[src/rtl/ball_round_if.sv]
// Signal bundle between the round sequencer and the button, physics and display logic.
// The master side is the sequencer, and the slave side is everything around it.
interface ball_round_if;
  logic        start;
  logic        pause;
  logic        win;
  logic        phys_tick;
  logic        pos_rst_n;
  logic [10:0] init_x;
  logic [10:0] init_y;
  logic [10:0] score_x;
  logic [10:0] score_y;
  logic [1:0]  level;
  logic [7:0]  time_left;
  logic [2:0]  state;
  logic        game_over;

  modport master (
    input  start, pause, win,
    output phys_tick, pos_rst_n, init_x, init_y, score_x, score_y,
           level, time_left, state, game_over
  );

  modport slave (
    output start, pause, win,
    input  phys_tick, pos_rst_n, init_x, init_y, score_x, score_y,
           level, time_left, state, game_over
  );
endinterface

[src/rtl/ball_round_ctrl.sv]
// Round sequencer for the balance-board ball game.
// It issues the physics step strobe, runs the round timer, and steps through levels on each win.
module ball_round_ctrl #(
  parameter int TICK_DIV   = 1000000,
  parameter int SEC_TICKS  = 100,
  parameter int TIME_LIMIT = 60,
  parameter int WIN_HOLD   = 150,
  parameter int LEVELS     = 4
) (
  input  logic         clk,
  input  logic         rst,
  ball_round_if.master bus
);

  localparam int DIV_W  = (TICK_DIV > 1) ? $clog2(TICK_DIV) : 1;
  localparam int SEC_W  = ($clog2(SEC_TICKS) > 8) ? $clog2(SEC_TICKS) : 8;
  localparam int HOLD_W = ($clog2(WIN_HOLD) > 8) ? $clog2(WIN_HOLD) : 8;

  localparam logic [DIV_W-1:0]  DIV_LAST   = DIV_W'(TICK_DIV - 1);
  localparam logic [SEC_W-1:0]  SEC_LAST   = SEC_W'(SEC_TICKS - 1);
  localparam logic [HOLD_W-1:0] HOLD_LAST  = HOLD_W'(WIN_HOLD - 1);
  localparam logic [7:0]        TIME_INIT  = 8'(TIME_LIMIT);
  localparam logic [1:0]        LEVEL_LAST = 2'(LEVELS - 1);

  localparam logic [2:0] S_IDLE     = 3'd0;
  localparam logic [2:0] S_LOAD     = 3'd1;
  localparam logic [2:0] S_PLAY     = 3'd2;
  localparam logic [2:0] S_PAUSE    = 3'd3;
  localparam logic [2:0] S_WIN_HOLD = 3'd4;
  localparam logic [2:0] S_LOSE     = 3'd5;
  localparam logic [2:0] S_DONE     = 3'd6;

  logic [2:0]        state_q, state_d;
  logic [1:0]        level_q, level_d;
  logic [7:0]        time_q, time_d;
  logic [DIV_W-1:0]  div_q, div_d, div_inc;
  logic [SEC_W-1:0]  sec_q, sec_d;
  logic [HOLD_W-1:0] hold_q, hold_d;
  logic              load_q, load_d;
  logic              tick_q;
  logic              div_wrap;
  logic              timeout;
  logic              enter_load;
  logic [1:0]        load_level;

  // Next-state logic. Every way into LOAD shares one path that reloads the timer and clears the counters.
  always_comb begin
    state_d    = state_q;
    level_d    = level_q;
    time_d     = time_q;
    div_d      = div_q;
    sec_d      = sec_q;
    hold_d     = hold_q;
    load_d     = load_q;
    timeout    = 1'b0;
    enter_load = 1'b0;
    load_level = level_q;
    div_wrap   = (div_q == DIV_LAST);
    div_inc    = div_wrap ? '0 : div_q + DIV_W'(1);

    case (state_q)
      S_IDLE: begin
        if (bus.start) begin
          enter_load = 1'b1;
          load_level = 2'd0;
        end
      end
      S_LOAD: begin
        if (load_q) state_d = S_PLAY;
        else        load_d  = 1'b1;
      end
      S_PLAY: begin
        div_d = div_inc;
        if (div_wrap) begin
          if (sec_q == SEC_LAST) begin
            sec_d = '0;
            if (time_q != 8'd0) begin
              time_d  = time_q - 8'd1;
              timeout = (time_q == 8'd1);
            end
          end else begin
            sec_d = sec_q + SEC_W'(1);
          end
        end
        if (bus.win)       state_d = S_WIN_HOLD;
        else if (timeout)  state_d = S_LOSE;
        else if (bus.pause) state_d = S_PAUSE;
      end
      S_PAUSE: begin
        if (!bus.pause) state_d = S_PLAY;
      end
      S_WIN_HOLD: begin
        div_d = div_inc;
        if (div_wrap) begin
          if (hold_q == HOLD_LAST) begin
            if (level_q >= LEVEL_LAST) begin
              state_d = S_DONE;
            end else begin
              enter_load = 1'b1;
              load_level = level_q + 2'd1;
            end
          end else begin
            hold_d = hold_q + HOLD_W'(1);
          end
        end
      end
      S_LOSE: begin
        time_d = 8'd0;
        if (bus.start) enter_load = 1'b1;
      end
      S_DONE: begin
        if (bus.start) begin
          enter_load = 1'b1;
          load_level = 2'd0;
        end
      end
      default: state_d = S_IDLE;
    endcase

    if (enter_load) begin
      state_d = S_LOAD;
      level_d = load_level;
      time_d  = TIME_INIT;
      div_d   = '0;
      sec_d   = '0;
      hold_d  = '0;
      load_d  = 1'b0;
    end
  end

  // The tick register is loaded from the next-state values, so it goes high in the same cycle the divider shows its last count.
  always_ff @(posedge clk or posedge rst) begin
    if (rst) begin
      state_q <= S_IDLE;
      level_q <= 2'd0;
      time_q  <= TIME_INIT;
      div_q   <= '0;
      sec_q   <= '0;
      hold_q  <= '0;
      load_q  <= 1'b0;
      tick_q  <= 1'b0;
    end else begin
      state_q <= state_d;
      level_q <= level_d;
      time_q  <= time_d;
      div_q   <= div_d;
      sec_q   <= sec_d;
      hold_q  <= hold_d;
      load_q  <= load_d;
      tick_q  <= (state_d == S_PLAY) && (div_d == DIV_LAST);
    end
  end

  always_comb begin
    bus.init_x  = 11'd40;
    bus.init_y  = 11'd40;
    bus.score_x = 11'd600;
    bus.score_y = 11'd440;
    case (level_q)
      2'd1: begin
        bus.init_x  = 11'd600;
        bus.init_y  = 11'd40;
        bus.score_x = 11'd40;
        bus.score_y = 11'd440;
      end
      2'd2: begin
        bus.init_x  = 11'd320;
        bus.init_y  = 11'd40;
        bus.score_x = 11'd320;
        bus.score_y = 11'd440;
      end
      2'd3: begin
        bus.init_x  = 11'd40;
        bus.init_y  = 11'd240;
        bus.score_x = 11'd600;
        bus.score_y = 11'd240;
      end
      default: ;
    endcase
  end

  assign bus.phys_tick = tick_q;
  assign bus.pos_rst_n = !((state_q == S_IDLE) || (state_q == S_LOAD));
  assign bus.game_over = (state_q == S_LOSE) || (state_q == S_DONE);
  assign bus.state     = state_q;
  assign bus.level     = level_q;
  assign bus.time_left = time_q;

endmodule

[src/flat_wrapper.sv]
// flat-port wrapper written by rule: the top's interface ports become plain ports
module ball_round_ctrl_flat 
#(
  parameter int TICK_DIV   = 1000000,
  parameter int SEC_TICKS  = 100,
  parameter int TIME_LIMIT = 60,
  parameter int WIN_HOLD   = 150,
  parameter int LEVELS     = 4
)
  (clk, rst, bus_start, bus_pause, bus_win, bus_phys_tick, bus_pos_rst_n, bus_init_x, bus_init_y, bus_score_x, bus_score_y, bus_level, bus_time_left, bus_state, bus_game_over);
  ball_round_if bus_i ();
  input  logic clk;
  input  logic rst;
  input wire logic [$bits(bus_i.start)-1:0] bus_start;
  input wire logic [$bits(bus_i.pause)-1:0] bus_pause;
  input wire logic [$bits(bus_i.win)-1:0] bus_win;
  output wire logic [$bits(bus_i.phys_tick)-1:0] bus_phys_tick;
  output wire logic [$bits(bus_i.pos_rst_n)-1:0] bus_pos_rst_n;
  output wire logic [$bits(bus_i.init_x)-1:0] bus_init_x;
  output wire logic [$bits(bus_i.init_y)-1:0] bus_init_y;
  output wire logic [$bits(bus_i.score_x)-1:0] bus_score_x;
  output wire logic [$bits(bus_i.score_y)-1:0] bus_score_y;
  output wire logic [$bits(bus_i.level)-1:0] bus_level;
  output wire logic [$bits(bus_i.time_left)-1:0] bus_time_left;
  output wire logic [$bits(bus_i.state)-1:0] bus_state;
  output wire logic [$bits(bus_i.game_over)-1:0] bus_game_over;
  assign bus_i.start = bus_start;
  assign bus_i.pause = bus_pause;
  assign bus_i.win = bus_win;
  assign bus_phys_tick = bus_i.phys_tick;
  assign bus_pos_rst_n = bus_i.pos_rst_n;
  assign bus_init_x = bus_i.init_x;
  assign bus_init_y = bus_i.init_y;
  assign bus_score_x = bus_i.score_x;
  assign bus_score_y = bus_i.score_y;
  assign bus_level = bus_i.level;
  assign bus_time_left = bus_i.time_left;
  assign bus_state = bus_i.state;
  assign bus_game_over = bus_i.game_over;
  ball_round_ctrl #(.TICK_DIV(TICK_DIV), .SEC_TICKS(SEC_TICKS), .TIME_LIMIT(TIME_LIMIT), .WIN_HOLD(WIN_HOLD), .LEVELS(LEVELS)) u_core (.clk(clk), .rst(rst), .bus(bus_i));
endmodule
[config.mk]
export PLATFORM = sky130hd
export DESIGN_NAME = ball_round_ctrl_flat
export DESIGN_NICKNAME = d
export VERILOG_FILES = /design/src/rtl/ball_round_if.sv /design/src/rtl/ball_round_ctrl.sv /design/src/flat_wrapper.sv
export SDC_FILE = /design/constraint.sdc
export NUM_CORES = 1
export LEC_CHECK = 0
export BUFFER_PORTS_ARGS = -buffer_cell sky130_fd_sc_hd__clkbuf_2
export CAP_MARGIN = 20
export CORE_MARGIN = 2
export CORE_UTILIZATION = 40
export CTS_CLUSTER_DIAMETER = 80
export CTS_CLUSTER_SIZE = 24
export DETAILED_ROUTE_END_ITERATION = 10
export PLACE_DENSITY_LB_ADDON = 0.1
export SLEW_MARGIN = 20
export SYNTH_ARGS = -nofsm -noshare
export SYNTH_HDL_FRONTEND = slang
export SYNTH_SLANG_ARGS = --single-unit
[constraint.sdc]
create_clock -name clk -period 3.9 [get_ports clk]
set_input_delay 0.78 -clock clk [delete_from_list [all_inputs] [get_ports clk]]
set_output_delay 0.78 -clock clk [all_outputs]
set_load 0.005 [all_outputs]
## After elaboration in Yosys (flattened, before gate mapping)

Index checks and enable logic that the tools add are counted.

| operators by class | value |
|---|---|
| order comparisons | 1 |
| $add $sub $neg | 5 |
| equal/unequal tests | 23 |
| multiplexer cells | 46 |
| reductions and logical operators | 19 |

Operators with widths:

| cell | number |
|---|---|
| $mux W8 | 13 |
| $mux W20 | 3 |
| $eq A20 B20 Y1 const B | 2 |
| $pmux W10 S2 | 2 |
| $mux W3 | 9 |
| $add A20 B1 Y20 const B | 1 |
| $add A8 B1 Y8 const B | 2 |
| $pmux W8 S2 | 1 |
| $pmux W3 S5 | 1 |
| $mux W1 | 10 |
| $reduce_bool A2 Y1 | 5 |
| $eq A3 B2 Y1 const B | 3 |
| $eq A3 B3 Y1 const B | 3 |
| $mux W9 | 1 |
| $ne A3 B1 Y1 const B | 3 |
| $eq A8 B1 Y1 const B | 1 |
| $eq A8 B7 Y1 const B | 1 |
| $eq A8 B8 Y1 const B | 1 |
| $mux W2 | 4 |
| $ne A2 B1 Y1 const B | 4 |
| $reduce_bool A8 Y1 | 1 |
| $sub A8 B1 Y8 const B | 1 |
| $reduce_and A6 Y1 | 1 |
| $eq A2 B2 Y1 const B | 2 |
| other kinds (17) | 19 |

| word-level totals | value |
|---|---|
| register bits after elaboration | 51 |
| output and inout bits | 60 |

## Longest topological paths before layout

| depth | value |
|---|---|
| word-level depth | 11 |
| depth in mapped cells | 9 |
| mapped depth without buffers | 8 |

## Least setup slack after synthesis

Ideal clock, no wire load.

| timing path | value |
|---|---|
| kind | register to register |
| from | reg u_core.div_q[6] |
| to | reg u_core.time_q[5], in the netlist u_core.bus.time_left[5] |
| required time | 3.818 ns |
| setup slack | 1.108 ns |
| arrival time | 2.710 ns |
| clock period less this slack | 2.792 ns |
| path buffers | 1 |
| cell stages (with the launch flop) | 8 |
| path through | dfrtp_1 buf_6 or4_4 or4_4 nor4_4 nand3b_2 a21o_1 a211o_1 |

| between the ends | value |
|---|---|
| longest elaborated chain between the ends | 5 |
| elaborated cells between the ends (all ways) | 9 |
| those cells by class | eq/ne: 4; mux: 3; reduce/logical: 2 |

RTL lines:

| what | RTL line | text |
|---|---|---|
| start, declared | ball_round_ctrl.sv:36 | `logic [DIV_W-1:0] div_q, div_d, div_inc;` |
| start signal, assigned | ball_round_ctrl.sv:146 | `div_q <= div_d;` |
| $eq A20 B20 Y1 * | ball_round_ctrl.sv:58 | `div_wrap = (div_q == DIV_LAST);` |
| $mux W1 | ball_round_ctrl.sv:94 | `if (div_wrap) begin` |
| $pmux W1 S2 | ball_round_ctrl.sv:61 | `case (state_q)` |
| $ne A3 B1 Y1 (no line) / $reduce_bool A3 Y1 (equally long branches) | - |  |
| $reduce_and A4 Y1 (no line) | - |  |
| end signal, assigned | ball_round_ctrl.sv:145 | `time_q <= time_d;` |
| end, declared | ball_round_ctrl.sv:35 | `logic [7:0] time_q, time_d;` |

Mark *: on every way between the ends. The rest lies on a longest branch, timed or not.
A chain may end at the register's enable or synchronous reset.

## Worst setup path after layout

Ends and elaborated chain as after synthesis.

==> impl_metrics.csv <==
group,metric,value,unit
critical_path,cp_cell_sequence,"or4_4 -> or4_4 -> nor4_4 -> nand3b_2 -> a21o_1 -> a211o_1",
logic_synthesis,yosysSeqAreaShare,36.2,%
critical_path,worst_path_most_repeated_cell,"or4_4",
global_routing,antenna_found_initial,0,
sta,period_needed,3.06,ns
critical_path,cp-end-kind,"flop",
sta,setup_viol,0,
global_routing,grt_pass1_wl,13300,µm
sta,fmax,0.327,GHz
floorplanning,die_w,98.1,µm
critical_path,path_class,"reg2reg",
place,io_buffers,39,
power_and_ir_drop,p_per_area,412,nW/µm²
floorplanning,io-pin-count,65,
global_routing,grt-ovfl-total,0,
finish,fin_util,43.5,%
sta,worst-slew-pin-transition,0.840,ns
logic_synthesis,ys_top_cells_by_area,"dfrtp_1 33%, buf_4 7.6%, nor2_1 4.9%, xnor2_1 4.2%, ha_1 3.9%",
sta,rsz0062_at_grt,"no",
floorplanning,die_h,98.1,µm
floorplanning,core_area,8640,µm²
drt,vias,2889,
logic_synthesis,yosys-top-cells-count,"47 x dfrtp_1, 46 x nor2_1, 36 x buf_4, 25 x nand2_1",
place,gp_congestion,0.817,
critical_path,crit_fanout,10,
sta,finalHoldViolations,0,
logic_synthesis,yosysTopAreaCellShare,33.2,%
run,maxCapViolCount,0,
drt,viasPerCell,5.35,
worst_hold_path,hold_path.class,"reg2reg",
outcome,status,"finished clean",
critical_path,required,4.13,ns
critical_path,cpMaxStageDelayCell,"nor4_4",
logic_synthesis,synth-async-reset-ratio,100,%
drt,ant_nets,0,
finish,drive_above_1_share,16.9,%
global_routing,track_usage,16.8,%
logic_synthesis,syn_inst,410,
global_routing,grt_max_degree,39,
global_routing,first_global_vias,2692,
clock_network,htreeDepth,2,
logic_synthesis,synth_edf_count,0,
drt,wire_per_inst,14.6,µm
clock_network,clockRootBuffer,"clkbuf_8",
clock_network,clk_pin_slew_worst_paths,0.10,ns
power_and_ir_drop,leakage,1.68,nW
logic_synthesis,netlist_area,3540,µm²
finish,area_delta_synth_final,6.08,%
logic_synthesis,yosys_warnings,0,
drt,route.detailed.drc,0,
drt,dr.pass1.iters,4,
floorplanning,die-area,9620,µm²
clock_network,holdBufCountCts,0,
sta,final.setup.tns,0,ns
logic_synthesis,ys.flop_type,"dfrtp_1",
critical_path,arrival,3.29,ns
critical_path,ff2ff_setup_slack,0.84,ns
logic_synthesis,avgSynthCellArea,8.64,µm²
power_and_ir_drop,vdd_ir_drop_max,171,µV
logic_synthesis,synth-seq-cells,51,
sta,skew,0.00650,ns
clock_network,clockBufferDepth,2,
finish,nets,448,
sta,fin_crit_sh,78.4,%
clock_network,cts_setup_buffers,0,
finish,diodes,0,
clock_network,cts_made_buffers,5,
clock_network,numClockSinks,51,
drt,wirelength,7910,µm
logic_synthesis,synth_most_common_cell,"dfrtp_1",
clock_network,clk_latency,0.30,ns
finish,fillerInstances,886,
clock_network,cts_resized,0,
logic_synthesis,synth_cell_types,59,
critical_path,start_kind,"flop",
sta,relSlewSlack,43.9,%
logic_synthesis,synth_top_area_cell,"dfrtp_1",
sta,slew_violations,0,
critical_path,slowest_delay,0.63,ns
drt,drt_iter0_drc,131,
clock_network,tritoncts,"done",
floorplanning,rows,34,
place,dp_hpwl,5800,µm
floorplanning,start_util,41.0,%
report_power, final:
part	leakage (nW)	switching, mW	internal (mW)
logic	0.944	0.298	0.179
registers	0.691	0.116	0.588
clock network	0.0502	0.179	0.188
flip-flops by register name, summed over array words and instances, names as in the netlist:
register	count
u_core.bus.level	2
u_core.bus.phys_tick	1
u_core.bus.state	3
u_core.bus.time_left	8
u_core.div_q	20
u_core.hold_q	8
u_core.load_q	1
u_core.sec_q	8
final cells by class:
class / count / area, µm² / area share (%)
Clock buffer: 5 / 68.8 / 1.83
Inverter: 19 / 71.3 / 1.90
Clock inverter: 2 / 37.5 / 0.999
Tap cell: 108 / 135 / 3.60
Multi-Input combinational cell: 310 / 1920 / 51.2
Timing Repair Buffer: 45 / 240 / 6.40
Sequential cell: 51 / 1280 / 34.1
routing by layer:
metal  wire length (µm)  share of wire, %  track usage [%]
met1               3990                50             25.0
met2               3510                44             25.8
met3                370               4.7             2.72
met4                 40              0.51             3.74
met5                  0                 0                0
layout by cell type (no fill, tap or decap), types with 3 or more instances in the layout:
| cell type | count |
|---|---|
| nand3_1 | 13 |
| clkbuf_2 | 39 |
| a31o_2 | 3 |
| dfstp_2 | 4 |
| nand2_1 | 25 |
| nor2b_1 | 4 |
| and4_1 | 3 |
| and3_1 | 8 |
| nor2_1 | 46 |
| a21oi_1 | 15 |
| o31ai_1 | 3 |
| inv_1 | 18 |
| ha_1 | 11 |
| nand4b_1 | 3 |
| or3_1 | 9 |
| and2_1 | 4 |
| nand3b_1 | 6 |
| nor3_1 | 12 |
| o21ai_0 | 17 |
| xor2_1 | 15 |
| xnor2_1 | 17 |
| conb_1 | 25 |
| dfrtp_1 | 47 |
| o311ai_0 | 3 |
| buf_4 | 6 |
| nand2b_1 | 3 |
| nor4_1 | 7 |
| nand4_1 | 19 |
| clkbuf_8 | 5 |
cells by family after synthesis:
family / Yosys count / synth area share (%)
other: 2 / 0.212
flip-flops: 51 / 36.2
adder cells (fa/ha/maj): 11 / 3.89
XOR/XNOR: 32 / 7.92
AND/OR/NAND/NOR: 185 / 29.5
buffers and inverters: 72 / 12.0
AO/OA/AOI/OAI: 55 / 9.72
multiplexers: 2 / 0.565
per-stage QoR:
step	total power, mW	cells	cell area, µm²	worst slack (ns)	hold WS, ns
final	1.55	540	3760	0.842	0.520
after global routing	1.66	540	3760	0.655	0.548
after CTS	1.57	540	3760	0.819	0.525
after detailed placement	1.19	533	3650	0.849	0.501
after global placement	1.19	533	3650	0.897	0.484
after floorplan	1.04	433	3630	1.11	0.463
worst max-delay path, delay by kind of cell, from the launching register on:
family / cells / cell delay, ns
simple gates: 4 / 2.01
flops: 1 / 0.48
compound gates: 2 / 0.51
worst paths after layout:
kind | cells past startpoint | from | to
max | 6 | u_core.div_q[6] | u_core.bus.time_left[5]
min reg2reg | 2 | u_core.load_q | u_core.load_q
min in group asynchronous | 2 | rst | u_core.bus.time_left[7]
max in group asynchronous | 3 | rst | u_core.div_q[7]
min | 2 | u_core.load_q | u_core.load_q
max reg2reg | 6 | u_core.div_q[6] | u_core.bus.time_left[5]
Note: power is estimated with default switching activity, not from simulation.
